**config.mk**
```make
export PLATFORM = sky130hd
export DESIGN_NAME = dsp_mac_seq
export DESIGN_NICKNAME = d
export VERILOG_FILES = /design/src/rtl/dsp_pkg.sv /design/src/rtl/dsp_pipe_stage.sv /design/src/rtl/dsp_mac_seq.sv
export SDC_FILE = /design/constraint.sdc
export NUM_CORES = 1
export LEC_CHECK = 0
export CORE_AREA = 2 2 263 265
export CTS_CLUSTER_SIZE = 20
export DETAILED_ROUTE_END_ITERATION = 8
export DIE_AREA = 0 0 265 267
export PLACE_DENSITY = 0.55
export SLEW_MARGIN = 20
export SYNTH_ARGS = -nofsm -noshare
export SYNTH_HDL_FRONTEND = slang
export SYNTH_SLANG_ARGS = --single-unit
```
**constraint.sdc**
```tcl
create_clock -name clk -period 7.82 [get_ports clk]
set_input_delay 1.955 -clock clk [delete_from_list [all_inputs] [get_ports clk]]
set_output_delay 1.955 -clock clk [all_outputs]
set_load 0.01 [all_outputs]
```
**src/rtl/dsp_pkg.sv**
```systemverilog
// Shared definitions for the sequenced multiply-accumulate block.
// Latency: n/a (types and constants only).
// Backpressure: n/a.
// Contents: FSM state encoding, default accumulator width, operand-to-result
//           pipeline depth.
package dsp_pkg;

  typedef enum logic [1:0] {
    ST_IDLE  = 2'd0,
    ST_LOAD  = 2'd1,
    ST_DRAIN = 2'd2,
    ST_DONE  = 2'd3
  } state_t;

  localparam int ACC_WIDTH_DEF = 48;

  // Edges from the last accepted beat to out_valid: operand reg, product reg,
  // accumulate.
  localparam int PIPE_LAT = 3;

endpackage

```
**src/rtl/dsp_pipe_stage.sv**
```systemverilog
// Generic pipeline register with clock enable and synchronous clear.
// Latency: 1 cycle when i_ce is high.
// Backpressure: none, holds its value while i_ce is low.
// Ports: i_clk clock, i_rst sync active-high clear, i_ce load enable,
//        i_d data in, o_q registered data out.
module dsp_pipe_stage #(
  parameter int WIDTH = 18
) (
  input  logic             i_clk,
  input  logic             i_rst,
  input  logic             i_ce,
  input  logic [WIDTH-1:0] i_d,
  output logic [WIDTH-1:0] o_q
);

  logic [WIDTH-1:0] r_q;

  always_ff @(posedge i_clk) begin
    if (i_rst) begin
      r_q <= '0;
    end else if (i_ce) begin
      r_q <= i_d;
    end
  end

  assign o_q = r_q;

endmodule

```
**src/rtl/dsp_mac_seq.sv**
```systemverilog
// Frame-based signed multiply-accumulate: sums a*b over len beats per frame.
// Latency: out_valid rises 3 edges after the edge accepting the last beat.
// Backpressure: in_ready only in LOAD; result held in DONE until out_ready.
// Ports: clk, RST (sync active-high); start/len frame request; in_valid,
//        in_ready, a, b operand stream; out_valid, out_ready, result,
//        overflow frame result; busy high outside IDLE.
module dsp_mac_seq
  import dsp_pkg::*;
#(
  parameter int WIDTH     = 18,
  parameter int ACC_WIDTH = ACC_WIDTH_DEF,
  parameter int LEN_WIDTH = 16
) (
  input  logic                 clk,
  input  logic                 RST,
  input  logic                 start,
  input  logic [LEN_WIDTH-1:0] len,
  input  logic                 in_valid,
  output logic                 in_ready,
  input  logic [WIDTH-1:0]     a,
  input  logic [WIDTH-1:0]     b,
  output logic                 out_valid,
  input  logic                 out_ready,
  output logic [ACC_WIDTH-1:0] result,
  output logic                 busy,
  output logic                 overflow
);

  localparam int PW  = 2 * WIDTH;
  localparam int EXT = ACC_WIDTH - PW;

  state_t                 r_state;
  logic                   r_in_ready;
  logic                   r_out_valid;
  logic                   r_busy;
  logic                   r_ovf;
  logic [ACC_WIDTH-1:0]   r_acc;
  logic [LEN_WIDTH-1:0]   r_cnt;
  logic                   r_v1;
  logic                   r_v2;
  // Marks the final beat as it moves through the three pipeline stages.
  logic [PIPE_LAT-1:0]    r_last;

  logic                   w_accept;
  logic                   w_last_beat;
  logic [PW-1:0]          w_ops;
  logic [WIDTH-1:0]       w_a_q;
  logic [WIDTH-1:0]       w_b_q;
  logic [PW-1:0]          w_a_ext;
  logic [PW-1:0]          w_b_ext;
  logic [PW-1:0]          w_prod;
  logic [PW-1:0]          w_prod_q;
  logic [ACC_WIDTH-1:0]   w_prod_ext;
  logic [ACC_WIDTH-1:0]   w_sum;
  logic                   w_ovf_add;

  assign w_accept    = in_valid & r_in_ready;
  assign w_last_beat = w_accept & (r_cnt == LEN_WIDTH'(1));

  // Stage 1: operand pair.
  dsp_pipe_stage #(.WIDTH(PW)) u_op_stage (
    .i_clk (clk),
    .i_rst (RST),
    .i_ce  (w_accept),
    .i_d   ({a, b}),
    .o_q   (w_ops)
  );

  assign w_a_q = w_ops[PW-1:WIDTH];
  assign w_b_q = w_ops[WIDTH-1:0];

  // Sign-extending both operands to the product width makes the low PW bits
  // of a plain multiply equal to the signed product.
  assign w_a_ext = {{WIDTH{w_a_q[WIDTH-1]}}, w_a_q};
  assign w_b_ext = {{WIDTH{w_b_q[WIDTH-1]}}, w_b_q};
  assign w_prod  = w_a_ext * w_b_ext;

  // Stage 2: full-width signed product.
  dsp_pipe_stage #(.WIDTH(PW)) u_prod_stage (
    .i_clk (clk),
    .i_rst (RST),
    .i_ce  (r_v1),
    .i_d   (w_prod),
    .o_q   (w_prod_q)
  );

  // Stage 3 arithmetic: wrapping add, overflow when like-signed operands
  // produce a sum of the opposite sign.
  assign w_prod_ext = {{EXT{w_prod_q[PW-1]}}, w_prod_q};
  assign w_sum      = r_acc + w_prod_ext;
  assign w_ovf_add  = (r_acc[ACC_WIDTH-1] == w_prod_ext[ACC_WIDTH-1]) &&
                      (w_sum[ACC_WIDTH-1] != r_acc[ACC_WIDTH-1]);

  always_ff @(posedge clk) begin
    if (RST) begin
      r_state     <= ST_IDLE;
      r_in_ready  <= 1'b0;
      r_out_valid <= 1'b0;
      r_busy      <= 1'b0;
      r_ovf       <= 1'b0;
      r_acc       <= '0;
      r_cnt       <= '0;
      r_v1        <= 1'b0;
      r_v2        <= 1'b0;
      r_last      <= '0;
    end else begin
      // The pipeline never stalls internally, so latency after the last
      // accepted beat is fixed regardless of input gaps.
      r_v1   <= w_accept;
      r_v2   <= r_v1;
      r_last <= {r_last[PIPE_LAT-2:0], w_last_beat};

      if (r_v2) begin
        r_acc <= w_sum;
        if (w_ovf_add) begin
          r_ovf <= 1'b1;
        end
      end

      if (w_accept) begin
        r_cnt <= r_cnt - LEN_WIDTH'(1);
      end

      case (r_state)
        ST_IDLE: begin
          if (start) begin
            r_acc  <= '0;
            r_ovf  <= 1'b0;
            r_busy <= 1'b1;
            if (len != '0) begin
              r_cnt      <= len;
              r_in_ready <= 1'b1;
              r_state    <= ST_LOAD;
            end else begin
              r_out_valid <= 1'b1;
              r_state     <= ST_DONE;
            end
          end
        end
        ST_LOAD: begin
          if (w_last_beat) begin
            r_in_ready <= 1'b0;
            r_state    <= ST_DRAIN;
          end
        end
        ST_DRAIN: begin
          if (r_last[PIPE_LAT-1]) begin
            r_out_valid <= 1'b1;
            r_state     <= ST_DONE;
          end
        end
        ST_DONE: begin
          if (out_ready) begin
            r_out_valid <= 1'b0;
            r_busy      <= 1'b0;
            r_state     <= ST_IDLE;
          end
        end
        default: begin
          r_state <= ST_IDLE;
        end
      endcase
    end
  end

  assign in_ready  = r_in_ready;
  assign out_valid = r_out_valid;
  assign busy      = r_busy;
  assign overflow  = r_ovf;
  assign result    = r_acc;

endmodule

```
### Word level (Yosys, flattened, before mapping)

Cells that the tools add are included.

* $add $sub $neg: 2
* multipliers: 1
* eq/ne operators: 12
* mux-type cells: 28
* bitwise logic cells: 2
* reductions and logical operators: 10

Operator list (number)
* $mux W48: 3
* $mux W16: 4
* $add A48 B48 Y48: 1
* $mul A18 B18 Y36: 1
* $eq A16 B1 Y1 const B: 1
* $reduce_bool A16 Y1: 1
* $sub A16 B1 Y16 const B: 1
* $mux W1: 12
* $ne A2 B2 Y1 const B: 6
* $mux W2: 5
* $pmux W2 S4: 1
* $reduce_and A4 Y1: 2
* $reduce_and A5 Y1: 1
* $eq A2 B2 Y1 const B: 2
* $pmux W1 S2: 2
* $reduce_bool A2 Y1: 2
* $pmux W1 S3: 1
* $reduce_and A3 Y1: 1
* $reduce_bool A3 Y1: 1
* $and A1 B1 Y1: 2
* $eq A2 B1 Y1 const B: 1
* $logic_not A2 Y1: 1
* $eq A1 B1 Y1: 1
* $logic_and A1 B1 Y1: 1
* $ne A1 B1 Y1: 1

* bits in registers: 147
* output and inout bits: 52

### Logic depth before layout (Yosys ltp)

Gate-level depths: netlist of run 1.

* depth after elaboration: 7
* mapped depth: 27
* mapped depth without buffers: 25

### Hierarchy

Synthesis of run 1 repeated with hierarchy kept, for this count alone.

* cell total of the unflattened synthesis: 2265
* area, all modules: 20318.2 µm²

Modules (own cells, without submodules)
* dsp_mac_seq: instances 1, cells each 2033, area each 17705.7 µm², sequential area each 1501.4 µm²
* dsp_pipe_stage: instances 2, cells each 116, area each 1306.3 µm², sequential area each 720.7 µm²

### Worst setup path after synthesis of run 1

Ideal clock, no wire load.

* path kind: register -> register
* start point: reg u_op_stage.r_q[35] (netlist: u_op_stage.o_q[35])
* end point: reg u_prod_stage.r_q[33] (netlist: u_prod_stage.o_q[33])
* library setup time: 0.058 ns
* arrival time: 6.320 ns
* data required time: 7.762 ns
* slack: 1.442 ns
* cell stages (with the launch flop): 26
* path buffers: 2
* cell sequence: dfxtp_1 -> clkbuf_1 -> clkbuf_1 -> nand2_1 -> fa_1 -> inv_1 -> fa_1 -> inv_1 -> fa_1 -> inv_1 -> fa_1 -> fa_1 -> inv_1 -> fa_1 -> inv_1 -> ha_1 -> a21o_1 -> a21o_1 -> a211oi_1 -> o21bai_1 -> a21o_1 -> or3_1 -> o211ai_1 -> a21oi_1 -> nor4_1 -> a211o_1

* longest elaborated chain between the ends: 1

Ends and longest elaborated chain
* start: declaration: RTL line dsp_pipe_stage.sv:16 `logic [WIDTH-1:0] r_q;`
* start signal: assignment: RTL line dsp_pipe_stage.sv:22 `r_q <= i_d;`
* $mul A18 B18 Y36: RTL line dsp_mac_seq.sv:76 `assign w_prod = w_a_ext * w_b_ext;`
* end signal: assignment: RTL line dsp_pipe_stage.sv:22
* end: declaration: RTL line dsp_pipe_stage.sv:16

Every way passes these cells.
A chain may end at the register's enable or synchronous reset.

### Final worst setup path of run 1

Ends and elaborated chain as after synthesis.

==> key figures, run 1 <==
Run status
  • Status: complete, no violations

Pwr
  • Gate power share: 0.301
  • P_int: 0.00167 W
  • Clock share of power: 0.342
  • Cell Pwr Density: 117 nW/um^2
  • Peak supply drop: 0.000124 V
  • Switching part of the total power: 0.376
  • Part of the power in registers: 0.358
  • Leakage: 10.5 nW
  • Switch Pwr: 0.00101 W

Cells and area
  • Antenna fix cells: 0
  • Synthesis-to-finish area growth: 12.4%
  • Most frequent cells in the layout: 399 x inv_1, 330 x fa_1, 280 x nand2_1
  • Design area: 22,800 sq um
  • Finished Layout Cells: 3,251
  • Layout net count: 2,890
  • Post-layout util: 0.335
  • Commonest non-fill, non-tap cell in the layout: inv_1
  • Layout cells sized above 1: 0.0321

Floorplan
  • Starting Density: 0.298
  • Top Ports: 109
  • Die area: 70,800 sq um
  • Vert. Die Dim: 267 microns
  • Row cnt: 96
  • Die span in x: 265 microns
  • Core box area: 68,000 sq um

Place
  • DP Area: 22,100 sq um
  • Dpl cells: 3,219
  • RePlAce Congestion: 0.872
  • Final HPWL DP: 40,800 microns
  • IO buf count: 108

Clock tree
  • Post-CTS setup buffer count: 0
  • Max Root-Sink Buffers: 2
  • CTS tree: built
  • Post-CTS resize count: 0
  • CTS Root Buffer Type: clkbuf_16
  • CTS Hold Buffers Added: 0
  • Clock sinks: 147
  • Clock latency on the worst-skew pair: 450 ps
  • CTS clk-pin slew, worst paths: 80 ps
  • H-tree Lvls: 4
  • Total CTS buffers: 17

Synth
  • Synth Register Bits: 147
  • Sequential share of the synthesized area: 0.145
  • Top FF cell, synth: dfxtp_1
  • Syn_nets: 2,863
  • EDFF count, synth: 0
  • Main area contributors after synthesis: fa_1 33%, dfxtp_1 15%, ha_1 9.1%, inv_1 7.4%, nand2_1 5.2%
  • Cell count after synthesis: 2,329
  • Area share of the largest cell type after synthesis: 0.326
  • Synthesis Warnings: 0
  • Synth unique cells: 67
  • FFs w/ async S/R, synth: 0
  • Yosys top cell by area: fa_1
  • Post-Synthesis Cell Area: 20,300 sq um
  • Syn avg cell area: 8.70 sq um

Hold path
  • Worst min-delay path category: flop to flop

Critical path
  • Critical path endpoint category: flop
  • Crit path buffers/inverters: 5
  • Most common cell on crit path: fa_1
  • Setup CP Type: flop to flop
  • Crit path largest cell delay: 750 ps
  • Critical Path Source Type: flop
  • Slowest-stage cell, CP: dfxtp_1
  • Crit path max fanout: 19
  • Critical path arrival: 7350 ps
  • Worst path required time: 8210 ps
  • Crit path max-delay family: adder cells
  • Critical Path, Cell by Cell: nand2_1 > fa_1 > inv_1 > fa_1 > inv_1 > fa_1 > inv_1 > fa_1 > fa_1 > inv_1 > fa_1 > inv_1 > ha_1 > a21o_1 > a21o_1 > a211oi_1 > o21bai_1 > a21o_1 > or3_1 > o211ai_1 > a21oi_1 > nor4_1 > a211o_1

Route
  • Antenna Nets Post-Route: 0
  • DR iter-0 viols: 847
  • WL met3: 2220 microns
  • Routed met1 length: 22,200 microns
  • Final wirelength: 49,700 microns
  • Via density: 4.81
  • Via count: 15.6k
  • Met2 Wirelength: 24,600 microns
  • Mean routed wirelength per cell: 15.3 microns
  • Top layer in use: met4
  • Number of remaining DRC errors: 0
  • Drt pass-1 iters: 5

Timing
  • Rel. slew slack: 0.391
  • Clk_skew: 25.8 ps
  • Slew Viols, Final: 0
  • Final hold violation count: 0
  • Tmin final: 6970 ps
  • # setup viols final: 0
  • Max Fclk: 144 MHz
  • WHS: 450 ps
  • Fin crit share: 0.891
  • RSZ-0062 raised after global routing: false
  • Setup tns final: 0 ps
  • Slew @ Worst Pin: 912 ps

Global route
  • Number of global-route vias before repair: 16.4k
  • Grt ovf: 0
  • First-pass GRT wire length: 83,000 microns
  • Initial antenna violation count: 0
  • Total GRT Usage: 0.145
  • Largest net degree at the start of global routing: 70

Run
  • Max-cap viol count: 0
==> per-layer routing <==
metal	up-vias	global-route usage
met5	-	0
met4	0	0.0305
met3	39	0.0225
met2	326	0.253
met1	7867	0.190
li1	7411	-
==> metrics by stage <==
| stage | total power, W | worst slack [ps] |
|---|---|---|
| 2_1_floorplan | 0.00150 | 1440 |
| 3_3_place_gp | 0.00176 | 1040 |
| 3_5_place_dp | 0.00179 | 974 |
| 4_1_cts | 0.00271 | 898 |
| 5_1_grt | 0.00286 | 474 |
| 6_report | 0.00267 | 855 |
==> cells by family after synthesis <==
logic type,share of synthesized area
DFF,0.145
buffers and inverters,0.0961
and+or+nand+nor,0.170
AOI/OAI and AO/OA,0.109
muxes,0.0282
adders and majority gates,0.417
xor gates and xnor gates,0.0346
==> registers in the layout, indices dropped and copies added (netlist names) <==
name	count
r_state	2
overflow	1
r_v1	1
u_prod_stage.o_q	36
u_op_stage.o_q	36
r_v2	1
result	48
out_valid	1
r_cnt	16
r_last	3
in_ready	1
busy	1
==> synthesized netlist by cell type (all sizes together), types with 10 or more instances <==
master and instances:
a211oi 28, a21o 50, a21oi 111, and2 164, and3 10, buf 10
clkbuf 108, dfxtp 147, fa 330, ha 147, inv 399, mux2i 57
nand2 280, nand2b 19, nand3 22, nand4 19, nor2 139, nor2b 11
nor3 14, nor4 11, o211ai 10, o21a 14, o21ai 46, o21bai 13
xnor2 55, xor2 25
==> power by group through the flow <==
stage          sequential (W)  combinational [W]  clock [W]
2_1_floorplan        0.000872           0.000632          0
3_3_place_gp         0.000965           0.000797          0
3_5_place_dp         0.000971           0.000814          0
4_1_cts              0.000954           0.000820   0.000938
5_1_grt              0.000972           0.000915   0.000970
6_report             0.000957           0.000804   0.000914
==> worst reg2reg max path, delay by kind of cell, from the launching register on <==
| family | cells | cell delay (ps) |
|---|---|---|
| flops | 1 | 750 |
| buf+inv | 5 | 360 |
| fa+ha+maj | 7 | 3470 |
| compound gates | 8 | 1460 |
| simple gates | 3 | 860 |
==> path summary, 6_finish.rpt <==
path                                    startpoint              endpoint  slack [ps]  cells after the start
worst min-delay path                     r_last[0]             r_last[1]         450                      1
worst min register to register           r_last[0]             r_last[1]         450                      1
worst max register to register  u_op_stage.o_q[35]  u_prod_stage.o_q[33]         850                     23
worst max-delay path            u_op_stage.o_q[35]  u_prod_stage.o_q[33]         850                     23
==> cell type report <==
class,count,area (sq um)
flip-flops and latches,147,2950
clock buffers,18,439
multi-input cells,1664,15400
well taps,882,1100
fillers,7083,45200
repair buffers,126,1210
inverters,400,1500
clock inverters,14,191
Power figures use the tool's default switching activity.
==> run 2, diff against run 1 <==
--- a/config.mk
+++ b/config.mk
@@ -9,6 +9,7 @@
 export CTS_CLUSTER_SIZE = 20
 export DETAILED_ROUTE_END_ITERATION = 8
 export DIE_AREA = 0 0 265 267
+export HOLD_SLACK_MARGIN = 0.03
 export PLACE_DENSITY = 0.55
 export SLEW_MARGIN = 20
 export SYNTH_ARGS = -nofsm -noshare
==> constraint.sdc (replaced) <==
create_clock -name clk -period 8.5 [get_ports clk]
set_input_delay 2.125 -clock clk [delete_from_list [all_inputs] [get_ports clk]]
set_output_delay 2.125 -clock clk [all_outputs]
set_load 0.01 [all_outputs]
==> run 2 against run 1 <==
Count of clock-buffer cells in the layout is 1 lower. Total power fell by 11%. Global-route usage hardly changed. Critical path depth unchanged. Non-clock buffer count is 7 lower. Setup slack better by 690 ps. Sequential share of layout area grew 0.069 points. Via count decreased by 0.62%. First-iteration DRC count down 16%. Worst hold slack got worse by 6.0 ps. Wire length down 0.66%.
==> key figures, run 2 (same netlist as run 1, synthesis figures left out) <==
Run status
  • Status: complete, no violations

Clock tree
  • CTS clk-pin slew, worst paths: 70 ps
  • Max Root-Sink Buffers: 2
  • CTS Hold Buffers Added: 0
  • Post-CTS setup buffer count: 0
  • Post-CTS resize count: 0
  • Clock sinks: 147
  • Clock latency on the worst-skew pair: 460 ps
  • Total CTS buffers: 17
  • H-tree Lvls: 4
  • CTS Root Buffer Type: clkbuf_16
  • CTS tree: built

Cells and area
  • Number of fill cells in the layout: 7,078
  • Antenna fix cells: 0
  • Post-layout util: 0.333
  • Layout net count: 2,883
  • Commonest non-fill, non-tap cell in the layout: inv_1
  • Most frequent cells in the layout: 399 x inv_1, 330 x fa_1, 280 x nand2_1
  • Number of flip-flops in the largest register: 48
  • Synthesis-to-finish area growth: 11.8%
  • Finished Layout Cells: 3,244
  • Layout cells sized above 1: 0.0292

Global route
  • Total GRT Usage: 0.145
  • First-pass GRT wire length: 83,300 microns
  • Number of global-route vias before repair: 16.4k
  • Largest net degree at the start of global routing: 70
  • Initial antenna violation count: 0
  • Grt ovf: 0

Route
  • Antenna Nets Post-Route: 0
  • Number of remaining DRC errors: 0
  • Via count: 15.5k
  • DR iter-0 viols: 711
  • Drt pass-1 iters: 5
  • Mean routed wirelength per cell: 15.2 microns
  • Final wirelength: 49,400 microns
  • Via density: 4.79

Critical path
  • RR Startpoint: u_op_stage.o_q[3]
  • Setup CP Type: flop to flop
  • CP startpoint: u_op_stage.o_q[3]
  • Critical Path Source Type: flop
  • Critical path endpoint category: flop
  • Worst path required time: 8900 ps
  • Critical path arrival: 7360 ps
  • Crit path max fanout: 19

Pwr
  • Switch Pwr: 0.000937 W
  • Gate power share: 0.307
  • Part of the power in registers: 0.373
  • P_int: 0.00144 W
  • Cell Pwr Density: 105 nW/um^2
  • Clock share of power: 0.320
  • Switching part of the total power: 0.395
  • Leakage: 10.4 nW
  • Peak supply drop: 0.000125 V

Timing
  • # setup viols final: 0
  • RSZ-0062 raised after global routing: false
  • WHS: 444 ps
  • Setup tns final: 0 ps
  • Final setup margin: 1540 ps
  • Final hold violation count: 0
  • Rel. slew slack: 0.384
  • Max Fclk: 144 MHz
  • Tmin final: 6960 ps
  • Slew Viols, Final: 0
  • Clk_skew: 29.0 ps
  • Fin crit share: 0.819
  • Slew @ Worst Pin: 922 ps

Floorplan
  • Vert. Die Dim: 267 microns
  • Starting Density: 0.298
  • Core box area: 68,000 sq um
  • Top Ports: 109
  • Row cnt: 96
  • Die span in x: 265 microns
  • Die area: 70,800 sq um

Place
  • Final HPWL DP: 40,300 microns
  • Dpl cells: 3,212
  • IO buf count: 108
  • DP Worst Slack: 1640 ps
  • RePlAce Congestion: 0.870

Hold path
  • Hold Startpoint: r_last[0]
  • Worst min-delay path category: flop to flop

Run
  • Max-cap viol count: 0
run 2: changes by cell type in the layout (fill, tap and decap cells not counted), sizes merged:
cell,change
inv,+2
buf,-7
clkinv,+2
clkbuf,-1
bufinv,-3
run 2: per-layer routing:
layer  global-route usage  vias to the layer above  wire [microns]
li1                     -                     7392               -
met1                0.191                     7843           22400
met2                0.255                      271           24700
met3               0.0193                       40            1700
met4               0.0286                        0             573
met5                    0                        -               0
run 2: cell type report:
type	instances	area [sq um]	share of cell area
multi-input combinational	1664	15400	0.679
sequential	147	2950	0.130
inverter	400	1500	0.0663
timing repair buffer	119	1160	0.0513
tap	882	1100	0.0487
clock buffer	17	425	0.0188
clock inverter	15	138	0.00608
run 2: worst paths after layout:
path              depth (start not counted)                   end  slack (ps)
hold / removal                            1             r_last[1]         440
setup reg to reg                         23  u_prod_stage.o_q[33]        1540
hold reg to reg                           1             r_last[1]         440
setup / recovery                         23  u_prod_stage.o_q[33]        1540
run 2: power groups by stage:
stage	registers, W	clock network, W	logic (W)
after floorplan	0.000802	0	0.000581
after global placement	0.000894	0	0.000721
after detailed placement	0.000899	0	0.000739
after CTS	0.000883	0.000784	0.000744
after global routing	0.000899	0.000812	0.000832
final	0.000885	0.000760	0.000730
run 2: critical path: stages, from the launching register on:
cell      delay, ps
dfxtp_1         750
nand2_1         270
fa_1            660
inv_1           130
fa_1            500
inv_1            50
fa_1            500
inv_1            60
fa_1            490
fa_1            510
inv_1            50
fa_1            470
inv_1            40
ha_1            340
a21o_1          200
a21o_1          170
a211oi_1        270
o21bai_1        100
a21o_1          200
or3_1           330
o211ai_1        250
a21oi_1         140
nor4_1          270
a211o_1         140
run 2: metrics by stage:
stage          total power [W]  instance area [sq um]
3_5_place_dp           0.00164                  22100
5_1_grt                0.00254                  22600
6_report               0.00237                  22600
2_1_floorplan          0.00138                  20300
4_1_cts                0.00241                  22600
3_3_place_gp           0.00162                  22100
==> run 3, diff against run 2 <==
--- a/config.mk
+++ b/config.mk
@@ -10,7 +10,7 @@
 export DETAILED_ROUTE_END_ITERATION = 8
 export DIE_AREA = 0 0 265 267
 export HOLD_SLACK_MARGIN = 0.03
-export PLACE_DENSITY = 0.55
+export PLACE_DENSITY = 0.57
 export SLEW_MARGIN = 20
 export SYNTH_ARGS = -nofsm -noshare
 export SYNTH_HDL_FRONTEND = slang
==> constraint.sdc (replaced) <==
create_clock -name clk -period 6.2 [get_ports clk]
set_input_delay 1.55 -clock clk [delete_from_list [all_inputs] [get_ports clk]]
set_output_delay 1.55 -clock clk [all_outputs]
set_load 0.01 [all_outputs]
==> run 3 against run 2 <==
Core utilization grew 2.1 points. Combinational power increased by 71%. Setup slack worse by 1500 ps. Cell count grew 3.8%. Clock skew decreased by 8.4 ps. Total power is 47% higher. Sequential share of layout area fell by 0.52 points. Sequential cell count unchanged. First-iteration DRC count is 6.5% higher. Critical endpoint is now u_prod_stage.o_q[31]. Largest cell class unchanged. Largest power group is now combinational cells.
==> key figures, run 3 (same netlist as run 1, synthesis figures left out) <==
Place
  • Final HPWL DP: 41,200 microns
  • IO buf count: 108
  • RePlAce Congestion: 0.855

Timing
  • WHS: 445 ps
  • Rel. slew slack: 0.498
  • Slew @ Worst Pin: 754 ps
  • Max Fclk: 163 MHz
  • # setup viols final: 0
  • Slew Viols, Final: 0
  • Tmin final: 6130 ps
  • Clk_skew: 20.6 ps
  • Fin crit share: 0.988
  • Final hold violation count: 0
  • RSZ-0062 raised after global routing: true

Pwr
  • Peak supply drop: 0.000179 V
  • Leakage: 11.1 nW
  • Cell Pwr Density: 145 nW/um^2

Critical path
  • Critical path arrival: 6430 ps
  • Crit path max fanout: 5
  • Setup CP Type: flop to flop
  • Critical path endpoint category: flop
  • Worst path required time: 6510 ps
  • Critical Path Source Type: flop

Cells and area
  • Layout net count: 3,006
  • Antenna fix cells: 0
  • Synthesis-to-finish area growth: 18.9%
  • Commonest non-fill, non-tap cell in the layout: inv_1
  • Layout cells sized above 1: 0.106
  • Most frequent cells in the layout: 392 x inv_1, 325 x fa_1, 279 x nand2_1
  • Post-layout util: 0.354
  • Number of fill cells in the layout: 7,077
  • Number of flip-flops in the largest register: 48

Clock tree
  • H-tree Lvls: 4
  • Max Root-Sink Buffers: 2
  • Total CTS buffers: 17
  • Clock latency on the worst-skew pair: 460 ps
  • CTS Root Buffer Type: clkbuf_16
  • CTS tree: built
  • CTS clk-pin slew, worst paths: 80 ps
  • Clock sinks: 147

Run
  • Max-cap viol count: 0

Floorplan
  • Vert. Die Dim: 267 microns
  • Starting Density: 0.298
  • Die span in x: 265 microns
  • Core box area: 68,000 sq um
  • Die area: 70,800 sq um
  • Top Ports: 109
  • Row cnt: 96

Run status
  • Status: complete, no violations

Hold path
  • Worst min-delay path category: flop to flop

Global route
  • Grt ovf: 0
  • Largest net degree at the start of global routing: 61
  • Initial antenna violation count: 0
  • Number of global-route vias before repair: 15.9k
  • First-pass GRT wire length: 83,600 microns
  • Total GRT Usage: 0.147

Route
  • Drt pass-1 iters: 5
  • Via density: 4.71
  • Final wirelength: 50,600 microns
  • Via count: 15.9k
  • Number of remaining DRC errors: 0
  • Mean routed wirelength per cell: 15.0 microns
  • DR iter-0 viols: 757
  • Antenna Nets Post-Route: 0
-- run 3: cell count changes in the layout (fill, tap and decap cells not counted), moves of 6 or more --
cell / delta
dfxtp_2: +20
dfxtp_4: +10
inv_1: -7
inv_2: +6
ha_1: -8
buf_6: +6
dfxtp_1: -30
buf_12: +15
buf_4: +101
-- run 3: per-layer routing --
metal	track usage	vias to the layer above	routed length [microns]	part of all wire
met1	0.205	7917	23500	0.46
met2	0.249	281	24800	0.49
li1	-	7627	-	-
met4	0.0203	0	351	0.0069
met3	0.0194	27	2020	0.040
met5	0	-	0	0
-- run 3: critical path, cell delays in order (launching register included) --
cell and delay (ps):
dfxtp_4 370, buf_12 130, buf_6 110, and2_4 150
fa_1 490, fa_1 520, fa_1 560, fa_1 520
fa_1 550, inv_2 40, fa_1 510, inv_2 50
ha_4 200, a21o_1 160, a21o_1 160, a211oi_2 190
o21bai_1 100, a21o_1 170, or3_4 380, o211ai_1 250
nand2b_1 100, xnor2_1 170, o22ai_1 80
-- run 3: layout make-up --
| class | count | area (sq um) | share of cell area |
|---|---|---|---|
| Inverter | 400 | 1510 | 0.0625 |
| Multi-Input combinational cell | 1664 | 15600 | 0.646 |
| Clock buffer | 18 | 429 | 0.0178 |
| Timing Repair Buffer | 242 | 2300 | 0.0956 |
| Sequential cell | 147 | 3010 | 0.125 |
| Clock inverter | 14 | 166 | 0.00691 |
| Tap cell | 882 | 1100 | 0.0458 |
-- run 3: metrics by stage --
| stage | instance area (sq um) | total power [W] | cells | setup TNS [ps] | worst slack [ps] |
|---|---|---|---|---|---|
| after global placement | 23100 | 0.00236 | 3321 | -139 | -76.5 |
| after global routing | 24100 | 0.00374 | 3367 | -547 | -138 |
| final | 24100 | 0.00350 | 3367 | 0 | 75.0 |
| after CTS | 23800 | 0.00351 | 3362 | -30.4 | -16.6 |
| after floorplan | 20300 | 0.00190 | 2329 | 0 | 1.47 |
| after detailed placement | 23100 | 0.00237 | 3321 | -488 | -149 |
-- run 3: what timing repair did --
item | in CTS | in global routing
hold buffers | 0 | 0
setup endpoints to repair | 6 | 15
pin swaps | 15 | 58
gates resized for setup | 29 | 71
buffers inserted | 9 | 8
-- run 3: power breakdown --
group / total [W] / leakage [nW] / internal (W) / switching [W]
logic: 0.00125 / 9.64 / 0.000546 / 0.000702
clock network: 0.00110 / 0.283 / 0.000607 / 0.000496
registers: 0.00115 / 1.21 / 0.00103 / 0.000117
-- run 3: worst paths after layout --
path	start	end	slack (ps)	cells after the start
hold / removal	r_last[0]	r_last[1]	440	1
setup reg to reg	u_op_stage.o_q[25]	u_prod_stage.o_q[31]	70	22
setup / recovery	u_op_stage.o_q[25]	u_prod_stage.o_q[31]	70	22
hold reg to reg	r_last[0]	r_last[1]	440	1
